File: src/rtl/multdiv_sequencer_if.sv
// Handshake bundle between the execute stage, the multdiv sequencer and
// the shared multi-cycle multiply/divide unit.
//   master : the sequencer (drives start pulses, stall and writeback)
//   slave  : the surrounding pipeline / multdiv unit
interface multdiv_sequencer_if #(
  parameter int CNT_W = 6
);

  // X-stage instruction and bypassed operands
  logic [31:0]      dx_insn;
  logic             dx_valid;
  logic [31:0]      dx_opA;
  logic [31:0]      dx_opB;
  logic             flush;

  // multdiv unit result side
  logic             md_ready;
  logic [31:0]      md_result;
  logic             md_exception;

  // multdiv unit command side
  logic             md_ctrl_mult;
  logic             md_ctrl_div;
  logic [31:0]      md_opA;
  logic [31:0]      md_opB;

  // pipeline control and writeback
  logic             stall;
  logic             wb_valid;
  logic [4:0]       wb_rd;
  logic [31:0]      wb_data;
  logic [CNT_W-1:0] busy_cycles;

  modport master (
    input  dx_insn, dx_valid, dx_opA, dx_opB, flush,
    input  md_ready, md_result, md_exception,
    output md_ctrl_mult, md_ctrl_div, md_opA, md_opB,
    output stall, wb_valid, wb_rd, wb_data, busy_cycles
  );

  modport slave (
    output dx_insn, dx_valid, dx_opA, dx_opB, flush,
    output md_ready, md_result, md_exception,
    input  md_ctrl_mult, md_ctrl_div, md_opA, md_opB,
    input  stall, wb_valid, wb_rd, wb_data, busy_cycles
  );

endinterface

File: src/rtl/multdiv_sequencer.sv
// Execute-stage controller for the shared multi-cycle multiply/divide unit.
// Detects R-type mul/div in X, latches operands and destination, fires a
// one-cycle start pulse, stalls F/D/X until the result (or a timeout)
// arrives and then emits a single writeback beat. Exceptions and timeouts
// redirect the write to $rstatus ($30).
//
// Optional build macro MDSEQ_DIV0_BYPASS_EN: a divide whose latched
// divisor is zero never reaches the multdiv; it goes START -> DONE and
// writes DIV_EXC_CODE to $rstatus after a two-cycle stall.
module multdiv_sequencer #(
  parameter int TIMEOUT      = 40,  // max BUSY cycles before forced abort (>= 2)
  parameter int CNT_W        = 6,   // 2**CNT_W must exceed TIMEOUT
  parameter int MUL_EXC_CODE = 4,
  parameter int DIV_EXC_CODE = 5,
  parameter int TMO_EXC_CODE = 6
) (
  input logic                clock,
  input logic                reset,   // asynchronous, active-low
  multdiv_sequencer_if.master bus
);

  typedef enum logic [1:0] {
    S_IDLE,
    S_START,
    S_BUSY,
    S_DONE
  } state_e;

  localparam logic [4:0]       RSTATUS  = 5'd30;
  localparam logic [4:0]       FUNC_MUL = 5'b00110;
  localparam logic [4:0]       FUNC_DIV = 5'b00111;
  localparam logic [CNT_W-1:0] TMO_LAST = CNT_W'(TIMEOUT - 1);

  state_e           state_q, state_d;
  logic [31:0]      opa_q, opa_d;
  logic [31:0]      opb_q, opb_d;
  logic [31:0]      res_q, res_d;
  logic [4:0]       rd_q, rd_d;
  logic             div_q, div_d;   // latched op: 1 = divide, 0 = multiply
  logic             exc_q, exc_d;   // multdiv (or bypassed div-by-0) exception
  logic             tmo_q, tmo_d;   // BUSY ran out of cycles
  logic [CNT_W-1:0] cnt_q, cnt_d;

  logic             is_md;
  logic             div0_bypass;
  logic             unused_insn_bits;

  // Decode: R-type opcode with a mul or div function field.
  assign is_md = bus.dx_valid && (bus.dx_insn[31:27] == 5'b00000) &&
                 ((bus.dx_insn[6:2] == FUNC_MUL) || (bus.dx_insn[6:2] == FUNC_DIV));

  assign unused_insn_bits = ^{bus.dx_insn[21:7], bus.dx_insn[1:0]};

`ifdef MDSEQ_DIV0_BYPASS_EN
  assign div0_bypass = div_q && (opb_q == 32'd0);
`else
  assign div0_bypass = 1'b0;
`endif

  // State register and operation latches.
  always_ff @(posedge clock or negedge reset) begin
    if (!reset) begin
      state_q <= S_IDLE;
      opa_q   <= '0;
      opb_q   <= '0;
      res_q   <= '0;
      rd_q    <= '0;
      div_q   <= 1'b0;
      exc_q   <= 1'b0;
      tmo_q   <= 1'b0;
      cnt_q   <= '0;
    end else begin
      // NOTE: non-blocking so every flop samples the pre-edge values of the others.
      state_q <= state_d;
      opa_q   <= opa_d;
      opb_q   <= opb_d;
      res_q   <= res_d;
      rd_q    <= rd_d;
      div_q   <= div_d;
      exc_q   <= exc_d;
      tmo_q   <= tmo_d;
      cnt_q   <= cnt_d;
    end
  end

  // Next-state logic: transitions, operand capture, BUSY counter.
  always_comb begin
    // NOTE: hold-by-default on every branch keeps this block free of latches.
    state_d = state_q;
    opa_d   = opa_q;
    opb_d   = opb_q;
    res_d   = res_q;
    rd_d    = rd_q;
    div_d   = div_q;
    exc_d   = exc_q;
    tmo_d   = tmo_q;
    cnt_d   = cnt_q;

    unique case (state_q)
      S_IDLE: begin
        if (is_md && !bus.flush) begin
          opa_d   = bus.dx_opA;
          opb_d   = bus.dx_opB;
          rd_d    = bus.dx_insn[26:22];
          div_d   = bus.dx_insn[2];   // only LSB of the function field differs
          state_d = S_START;
        end
      end

      S_START: begin
        // md_ready here belongs to an earlier operation and is ignored.
        cnt_d = '0;
        res_d = '0;
        exc_d = 1'b0;
        tmo_d = 1'b0;
        if (bus.flush) begin
          state_d = S_IDLE;
        end else if (div0_bypass) begin
          exc_d   = 1'b1;
          state_d = S_DONE;
        end else begin
          state_d = S_BUSY;
        end
      end

      S_BUSY: begin
        cnt_d = cnt_q + CNT_W'(1);
        if (bus.flush) begin
          state_d = S_IDLE;
        end else if (bus.md_ready) begin
          res_d   = bus.md_result;
          exc_d   = bus.md_exception;
          state_d = S_DONE;
        end else if (cnt_q == TMO_LAST) begin
          tmo_d   = 1'b1;
          state_d = S_DONE;
        end
      end

      S_DONE: begin
        state_d = S_IDLE;
      end

      default: begin
        state_d = S_IDLE;
      end
    endcase
  end

  // Output decode: stall, start pulses, writeback beat, busy counter view.
  always_comb begin
    bus.stall        = 1'b0;
    bus.md_ctrl_mult = 1'b0;
    bus.md_ctrl_div  = 1'b0;
    bus.wb_valid     = 1'b0;
    bus.wb_rd        = '0;
    bus.wb_data      = '0;
    bus.busy_cycles  = '0;

    unique case (state_q)
      S_IDLE: begin
        // Gated by reset so every output is 0 while reset is held.
        bus.stall = reset && is_md && !bus.flush;
      end

      S_START: begin
        bus.stall = 1'b1;
        if (!div0_bypass) begin
          bus.md_ctrl_mult = !div_q;
          bus.md_ctrl_div  = div_q;
        end
      end

      S_BUSY: begin
        bus.stall       = 1'b1;
        bus.busy_cycles = cnt_q;
      end

      S_DONE: begin
        // stall stays 0 so the instruction retires on the writeback cycle.
        if (!bus.flush) begin
          if (tmo_q) begin
            bus.wb_valid = 1'b1;
            bus.wb_rd    = RSTATUS;
            bus.wb_data  = 32'(TMO_EXC_CODE);
          end else if (exc_q) begin
            bus.wb_valid = 1'b1;
            bus.wb_rd    = RSTATUS;
            bus.wb_data  = div_q ? 32'(DIV_EXC_CODE) : 32'(MUL_EXC_CODE);
          end else if (rd_q != 5'd0) begin
            bus.wb_valid = 1'b1;
            bus.wb_rd    = rd_q;
            bus.wb_data  = res_q;
          end
        end
      end

      default: begin
        bus.stall = 1'b0;
      end
    endcase
  end

  assign bus.md_opA = opa_q;
  assign bus.md_opB = opb_q;

endmodule

File: src/flat_wrapper.sv
// flat-port wrapper written by rule: the top's interface ports become plain ports
module multdiv_sequencer_flat 
#(
  parameter int TIMEOUT      = 40,                                               
  parameter int CNT_W        = 6,                                  
  parameter int MUL_EXC_CODE = 4,
  parameter int DIV_EXC_CODE = 5,
  parameter int TMO_EXC_CODE = 6
)
  (clock, reset, bus_dx_insn, bus_dx_valid, bus_dx_opA, bus_dx_opB, bus_flush, bus_md_ready, bus_md_result, bus_md_exception, bus_md_ctrl_mult, bus_md_ctrl_div, bus_md_opA, bus_md_opB, bus_stall, bus_wb_valid, bus_wb_rd, bus_wb_data, bus_busy_cycles);
  multdiv_sequencer_if #(.CNT_W(CNT_W)) bus_i ();
  input logic clock;
  input logic reset;
  input wire logic [$bits(bus_i.dx_insn)-1:0] bus_dx_insn;
  input wire logic [$bits(bus_i.dx_valid)-1:0] bus_dx_valid;
  input wire logic [$bits(bus_i.dx_opA)-1:0] bus_dx_opA;
  input wire logic [$bits(bus_i.dx_opB)-1:0] bus_dx_opB;
  input wire logic [$bits(bus_i.flush)-1:0] bus_flush;
  input wire logic [$bits(bus_i.md_ready)-1:0] bus_md_ready;
  input wire logic [$bits(bus_i.md_result)-1:0] bus_md_result;
  input wire logic [$bits(bus_i.md_exception)-1:0] bus_md_exception;
  output wire logic [$bits(bus_i.md_ctrl_mult)-1:0] bus_md_ctrl_mult;
  output wire logic [$bits(bus_i.md_ctrl_div)-1:0] bus_md_ctrl_div;
  output wire logic [$bits(bus_i.md_opA)-1:0] bus_md_opA;
  output wire logic [$bits(bus_i.md_opB)-1:0] bus_md_opB;
  output wire logic [$bits(bus_i.stall)-1:0] bus_stall;
  output wire logic [$bits(bus_i.wb_valid)-1:0] bus_wb_valid;
  output wire logic [$bits(bus_i.wb_rd)-1:0] bus_wb_rd;
  output wire logic [$bits(bus_i.wb_data)-1:0] bus_wb_data;
  output wire logic [$bits(bus_i.busy_cycles)-1:0] bus_busy_cycles;
  assign bus_i.dx_insn = bus_dx_insn;
  assign bus_i.dx_valid = bus_dx_valid;
  assign bus_i.dx_opA = bus_dx_opA;
  assign bus_i.dx_opB = bus_dx_opB;
  assign bus_i.flush = bus_flush;
  assign bus_i.md_ready = bus_md_ready;
  assign bus_i.md_result = bus_md_result;
  assign bus_i.md_exception = bus_md_exception;
  assign bus_md_ctrl_mult = bus_i.md_ctrl_mult;
  assign bus_md_ctrl_div = bus_i.md_ctrl_div;
  assign bus_md_opA = bus_i.md_opA;
  assign bus_md_opB = bus_i.md_opB;
  assign bus_stall = bus_i.stall;
  assign bus_wb_valid = bus_i.wb_valid;
  assign bus_wb_rd = bus_i.wb_rd;
  assign bus_wb_data = bus_i.wb_data;
  assign bus_busy_cycles = bus_i.busy_cycles;
  multdiv_sequencer #(.TIMEOUT(TIMEOUT), .CNT_W(CNT_W), .MUL_EXC_CODE(MUL_EXC_CODE), .DIV_EXC_CODE(DIV_EXC_CODE), .TMO_EXC_CODE(TMO_EXC_CODE)) u_core (.clock(clock), .reset(reset), .bus(bus_i));
endmodule
File: config.mk
export PLATFORM = sky130hd
export DESIGN_NAME = multdiv_sequencer_flat
export DESIGN_NICKNAME = d
export VERILOG_FILES = /design/src/rtl/multdiv_sequencer_if.sv /design/src/rtl/multdiv_sequencer.sv /design/src/flat_wrapper.sv
export SDC_FILE = /design/constraint.sdc
export NUM_CORES = 1
export LEC_CHECK = 0
export BUFFER_PORTS_ARGS = -buffer_cell sky130_fd_sc_hd__buf_4
export CORE_UTILIZATION = 33
export CTS_BUF_LIST = sky130_fd_sc_hd__clkbuf_8 sky130_fd_sc_hd__clkbuf_16
export CTS_CLUSTER_DIAMETER = 200
export DETAILED_ROUTE_END_ITERATION = 16
export PLACE_DENSITY_LB_ADDON = 0.12
export SLEW_MARGIN = 30
export SYNTH_ARGS = -nofsm -noshare
export SYNTH_HDL_FRONTEND = slang
export SYNTH_SLANG_ARGS = --single-unit
export TNS_END_PERCENT = 1
File: constraint.sdc
create_clock -name clock -period 1.9 [get_ports clock]
set_input_delay 0.38 -clock clock [delete_from_list [all_inputs] [get_ports clock]]
set_output_delay 0.38 -clock clock [all_outputs]
set_load 0.01 [all_outputs]
# After elaboration in Yosys (flattened, before gate mapping)
# Index checks and enable logic that the tools add are counted.
[totals]
reg_bits = 112
word_cells = 76
romBits = 0
n_memories = 0
output_inout_bits = 111
ramBits = 0
latch_bits = 0
inputBits = 134
[op_classes]
add_sub_neg = 1
order_cmp = 0
n_eq_ne = 12
reduce_logical = 17
n_div = 0
shift = 0
muxes = 37
bitwise_logic = 0
multipliers = 0
[ops]
columns = ["operator", "count"]
rows = [
  ["32-bit 2-to-1 mux", 7],
  ["32-bit one-hot mux with 2 select lines", 1],
  ["5-bit 2-to-1 mux", 5],
  ["1-bit 2-to-1 mux", 13],
  ["6-bit one-hot mux with 2 select lines", 1],
  ["5-bit by 3-bit == test with 1-bit output, second input constant", 2],
  ["2-bit 2-to-1 mux", 5],
  ["2-bit one-hot mux with 4 select lines", 1],
  ["6-bit by 1-bit adder with 6-bit output, second input constant", 1],
  ["6-bit == test, second input constant", 1],
  ["6-bit 2-to-1 mux", 1],
  ["2-bit inequality test, second input constant", 3],
  ["1-bit one-hot mux with 2 select lines", 3],
  ["1-bit logical AND", 5],
  ["5-bit zero test", 1],
  ["5-bit nonzero test", 1],
  ["2-bit == test, second input constant", 2],
  ["2-bit by 1-bit inequality test with 1-bit output, second input constant", 2],
  ["4-bit by 3-bit inequality test with 1-bit output, second input constant", 1],
  ["2-bit AND reduction", 2],
  ["4-bit AND reduction", 1],
  ["3-bit AND reduction", 1],
  ["2-bit by 1-bit == test with 1-bit output, second input constant", 1],
  ["1-bit zero test", 2],
  ["other kinds (4)", 4],
]

# Logic depth before layout (Yosys ltp)
[depth]
ltp_word = 6
mapped_depth = 7
depth_no_buf = 6

# Worst setup path after synthesis
# Ideal clock, no wire load.
[synth_timing]
path_type = "flip-flop to output port"
startpoint = "reg u_core.state_q[0]"
endpoint = "out bus_wb_data[21]"
stages_incl_launch_ff = 8
arrival_time_ns = 1.501
n_path_buf = 3
path_slack_ns = 0.019
required_ns = 1.520
path_cell_list = "dfrtp_1 > ha_1 > nand2b_1 > clkbuf_1 > nor3b_1 > buf_2 > buf_2 > and2_1"
[synth_between]
elab_chain_cells = 2
[synth_rtl]
columns = ["item", "line_no", "rtl"]
rows = [
  ["start: declaration", "multdiv_sequencer.sv:34", "state_e state_q, state_d;"],
  ["start signal: assignment", "multdiv_sequencer.sv:74", "state_q <= state_d;"],
  ["2-bit == test", "multdiv_sequencer.sv:160", "unique case (state_q)"],
  ["32-bit 2-to-1 mux", "multdiv_sequencer.sv:160", ""],
  ["end: declaration", "flat_wrapper.sv:29", "output wire logic [$bits(bus_i.wb_data)-1:0] bus_wb_data;"],
]
# Every way passes these cells.

# Final worst setup path
[layout_timing]
startpoint = "reg u_core.rd_q[1]"
endpoint = "out bus_wb_data[30]"
[layout_between]
elab_chain_cells = 6
[layout_rtl]
columns = ["item", "line_no", "rtl"]
rows = [
  ["start: declaration", "multdiv_sequencer.sv:38", "logic [4:0] rd_q, rd_d;"],
  ["start signal: assignment", "multdiv_sequencer.sv:78", "rd_q <= rd_d;"],
  ["5-bit nonzero test", "multdiv_sequencer.sv:190", "end else if (rd_q != 5'd0) begin"],
  ["32-bit 2-to-1 mux", "multdiv_sequencer.sv:190", ""],
  ["32-bit 2-to-1 mux", "multdiv_sequencer.sv:186", "end else if (exc_q) begin"],
  ["32-bit 2-to-1 mux", "multdiv_sequencer.sv:182", "if (tmo_q) begin"],
  ["32-bit 2-to-1 mux", "multdiv_sequencer.sv:181", "if (!bus.flush) begin"],
  ["32-bit 2-to-1 mux", "multdiv_sequencer.sv:160", ""],
]
# Every way passes these cells.

==> results.sh <==
export IMPL_ys_ff_latch=112
export IMPL_crit_cells=7
export IMPL_reg2reg_depth=6
export IMPL_status="finished, violations left"
export IMPL_grt_pass1_wl_mm=20.5
export IMPL_drt_total_wl_mm=12.7
export IMPL_synth_edf_count=0
export IMPL_maxCapViolCount=0
export IMPL_gp_congestion=0.737
export IMPL_die_area_mm2=0.0158
export IMPL_firstDrtPassIters=5
export IMPL_stdcell_count=784
export IMPL_yosysWarnings=0
export IMPL_start_kind="register"
export IMPL_tightest_slew_ns=0.616
export IMPL_slowest_stage="dfrtp_1"
export IMPL_ios=245
export IMPL_violations="negative setup slack"
export IMPL_num_antenna_cells=0
export IMPL_max_stage_delay_ns=0.39
export IMPL_drc=0
export IMPL_synth_cell_type_count=35
export IMPL_worst_path_buf_inv=3
export IMPL_postRouteAntennaNets=0
export IMPL_relSlewSlack_pct=58.9
export IMPL_slew_violations=0
export IMPL_vias=3630
export IMPL_syn2layout_area_growth_pct=49.1
export IMPL_finalWorstSetupSlack_ns=-0.335
export IMPL_endpoint_kind="primary output"
export IMPL_whs_ns=0.139
export IMPL_htreeDepth=3
export IMPL_cp_required_ns=1.52
export IMPL_arrival_ns=1.86
export IMPL_start_util_pct=34.2
export IMPL_fmax_mhz=447
export IMPL_grt_usage_pct=16.6
export IMPL_die_x_um=126
export IMPL_drt_initial_drc_count=128
export IMPL_hpwl_mm=9.10
export IMPL_netlist_area_mm2=0.00505
export IMPL_p_leak_nw=4.12
export IMPL_cts_tree="yes"
export IMPL_yosysTopAreaCell="dfrtp_1"
export IMPL_placed_cells=764
export IMPL_ys_async_sr_fraction_pct=100
export IMPL_hold_violations=0
export IMPL_hp_class="primary input to async pin"
export IMPL_layout_nets=734
export IMPL_seq_area_frac_synth_pct=55.5
export IMPL_clock_path_buffers=2
export IMPL_rows=44
export IMPL_clkTransAtPathRegs_ns=0.07
export IMPL_cts_root_buf="clkbuf_16"
export IMPL_power_density_mw_per_mm2=763
export IMPL_port_buffers=227
export IMPL_synthCells=353
export IMPL_synth_area_top_cells="dfrtp_1, mux2_4, a22o_1"
export IMPL_path_common_cell="buf_4"
export IMPL_synthFlopType="dfrtp_1"
export IMPL_grt_max_degree=113
export IMPL_cts_inserted_buffers=9
export IMPL_clkLatencyLatePin_ns=0.35
export IMPL_period_minus_slack_ns=2.24
export IMPL_clock_skew_ns=0.00376
export IMPL_worstSetupPathType="register to primary output"
export IMPL_antenna_found_initial=0
export IMPL_synth_top_area_share_pct=55.5
export IMPL_grt_pass1_vias=3825
export IMPL_fp_coreArea_mm2=0.0148
export IMPL_crit_chain="nor4_2, buf_4, nand2b_4, nor3b_4, buf_12, and2_1, buf_4"
export IMPL_clock_sinks=112
export IMPL_setup_viol=35
export IMPL_power_mw=5.75
export IMPL_crit_family="simple AND/OR/NAND/NOR gates"
export IMPL_drive_gt1_share_pct=62.3
export IMPL_die_y_um=126
export IMPL_cp_max_fo=19
export IMPL_fin_crit_sh_pct=118
export IMPL_wl_per_cell_um=16.2
export IMPL_vdd_drop_max_mv=0.535
export IMPL_grt_overflow_total=0
export IMPL_rsz0062_at_grt="true"
export IMPL_syn_nets=492
export IMPL_via_per_inst=4.63
export IMPL_synth_area_per_cell_um2=14.3
worst reg2reg max path, cell delays in order, from the launching register on:
cell	delay [ns]
dfrtp_1	0.42
inv_1	0.10
ha_2	0.21
or3b_2	0.44
a21oi_1	0.19
a21oi_1	0.09
o22a_1	0.19
worst paths after layout:
check | from | to | slack, ns
min reg2reg | u_core.res_q[31]$_DFFE_PN0P_ | u_core.res_q[31]$_DFFE_PN0P_ | 0.50
min in group clock | bus_md_result[15] | u_core.res_q[15]$_DFFE_PN0P_ | 0.24
max | u_core.rd_q[1]$_DFFE_PN0P_ | bus_wb_data[30] | -0.34
max reg2reg | u_core.state_q[0]$_DFFE_PN0P_ | u_core.state_q[0]$_DFFE_PN0P_ | 0.15
min | reset | u_core.res_q[25]$_DFFE_PN0P_ | 0.14
max in group asynchronous | reset | u_core.bus.md_opB[1]$_DFFE_PN0P_ | 1.28
registers in the layout (all words and copies together) (netlist names):
register           cells
u_core.div_q           1
u_core.bus.md_opB     32
u_core.tmo_q           1
u_core.bus.md_opA     32
u_core.res_q          32
u_core.rd_q            5
u_core.state_q         2
u_core.cnt_q           6
u_core.exc_q           1
placed cells by master, fill, tap and decap left out, types with 4 or more instances in the layout:
| master | n |
|---|---|
| buf_4 | 224 |
| dfrtp_1 | 112 |
| mux2_4 | 69 |
| a22o_1 | 34 |
| buf_6 | 25 |
| and2_4 | 20 |
| and2_1 | 17 |
| nor2_1 | 14 |
| inv_1 | 9 |
| clkbuf_16 | 9 |
| o21ai_0 | 7 |
| nand2_1 | 4 |
| a21oi_1 | 4 |
| buf_12 | 4 |
power by group:
| part | switching [mW] | internal, mW | leakage [nW] |
|---|---|---|---|
| Combinational | 0.699 | 0.576 | 2.42 |
| Clock | 0.918 | 0.946 | 0.140 |
| Sequential | 0.0932 | 2.51 | 1.56 |
| Total | 1.71 | 4.04 | 4.12 |
cell type report:
class	instances	area, um2
Sequential cell	112	2800
Fill cell	1363	7220
Clock buffer	10	239
Inverter	9	33.8
Multi-Input combinational cell	210	2130
Clock inverter	6	51.3
Timing Repair Buffer	253	2040
Tap cell	184	230
through the flow:
stage          setup slack (ns)  setup TNS [ns]  util [%]  cell area, um2
5_1_grt                  -0.449          -14.14      51.0            7530
2_1_floorplan            0.0192               0         -            5050
3_5_place_dp            -0.0560          -0.984      47.4            7000
6_report                 -0.335           -9.73      51.0            7530
3_3_place_gp            -0.0504          -0.770      47.4            7000
4_1_cts                  -0.383          -11.52      50.3            7420
cell families after synthesis:
| logic type | after synthesis | share of synthesized area, % |
|---|---|---|
| muxes | 71 | 20.9 |
| DFF | 112 | 55.5 |
| AOI/OAI and AO/OA | 53 | 8.03 |
| and+or+nand+nor | 80 | 9.29 |
| xor gates and xnor gates | 1 | 0.173 |
| buffers and inverters | 31 | 4.83 |
| adders and majority gates | 5 | 1.24 |
cells in the mapped netlist, drive strengths merged (2+ instances only):
cell    instances
inv             9
ha              5
a21oi           5
nor2b           2
dfrtp         112
a22o           34
mux2           70
nand2           4
and2           37
a31oi           3
nand4           2
nor2           16
nand3           3
o21ai           7
buf            15
or2             2
nand2b          4
clkbuf          7
nor4b           2
nor3            2
o22ai           2
what timing repair did:
| action | in CTS | in global routing |
|---|---|---|
| setup endpoints to repair | 45 | 45 |
| gates resized for setup | 32 | 29 |
| setup buffers | 2 | 1 |
| pin swaps | 11 | 10 |
| hold endpoints to repair | 0 | 0 |
| hold buffers | 0 | 0 |
| cloned | 1 | 0 |
layer usage:
layer | share of wire (%) | vias to the layer above | global-route usage [%]
li1 | - | 1714 | -
met1 | 44 | 1768 | 21.3
met2 | 47 | 137 | 26.3
met3 | 7.8 | 11 | 5.40
met4 | 1.3 | 0 | 5.38
met5 | 0 | - | 0
(Power assumes the default switching activity.)
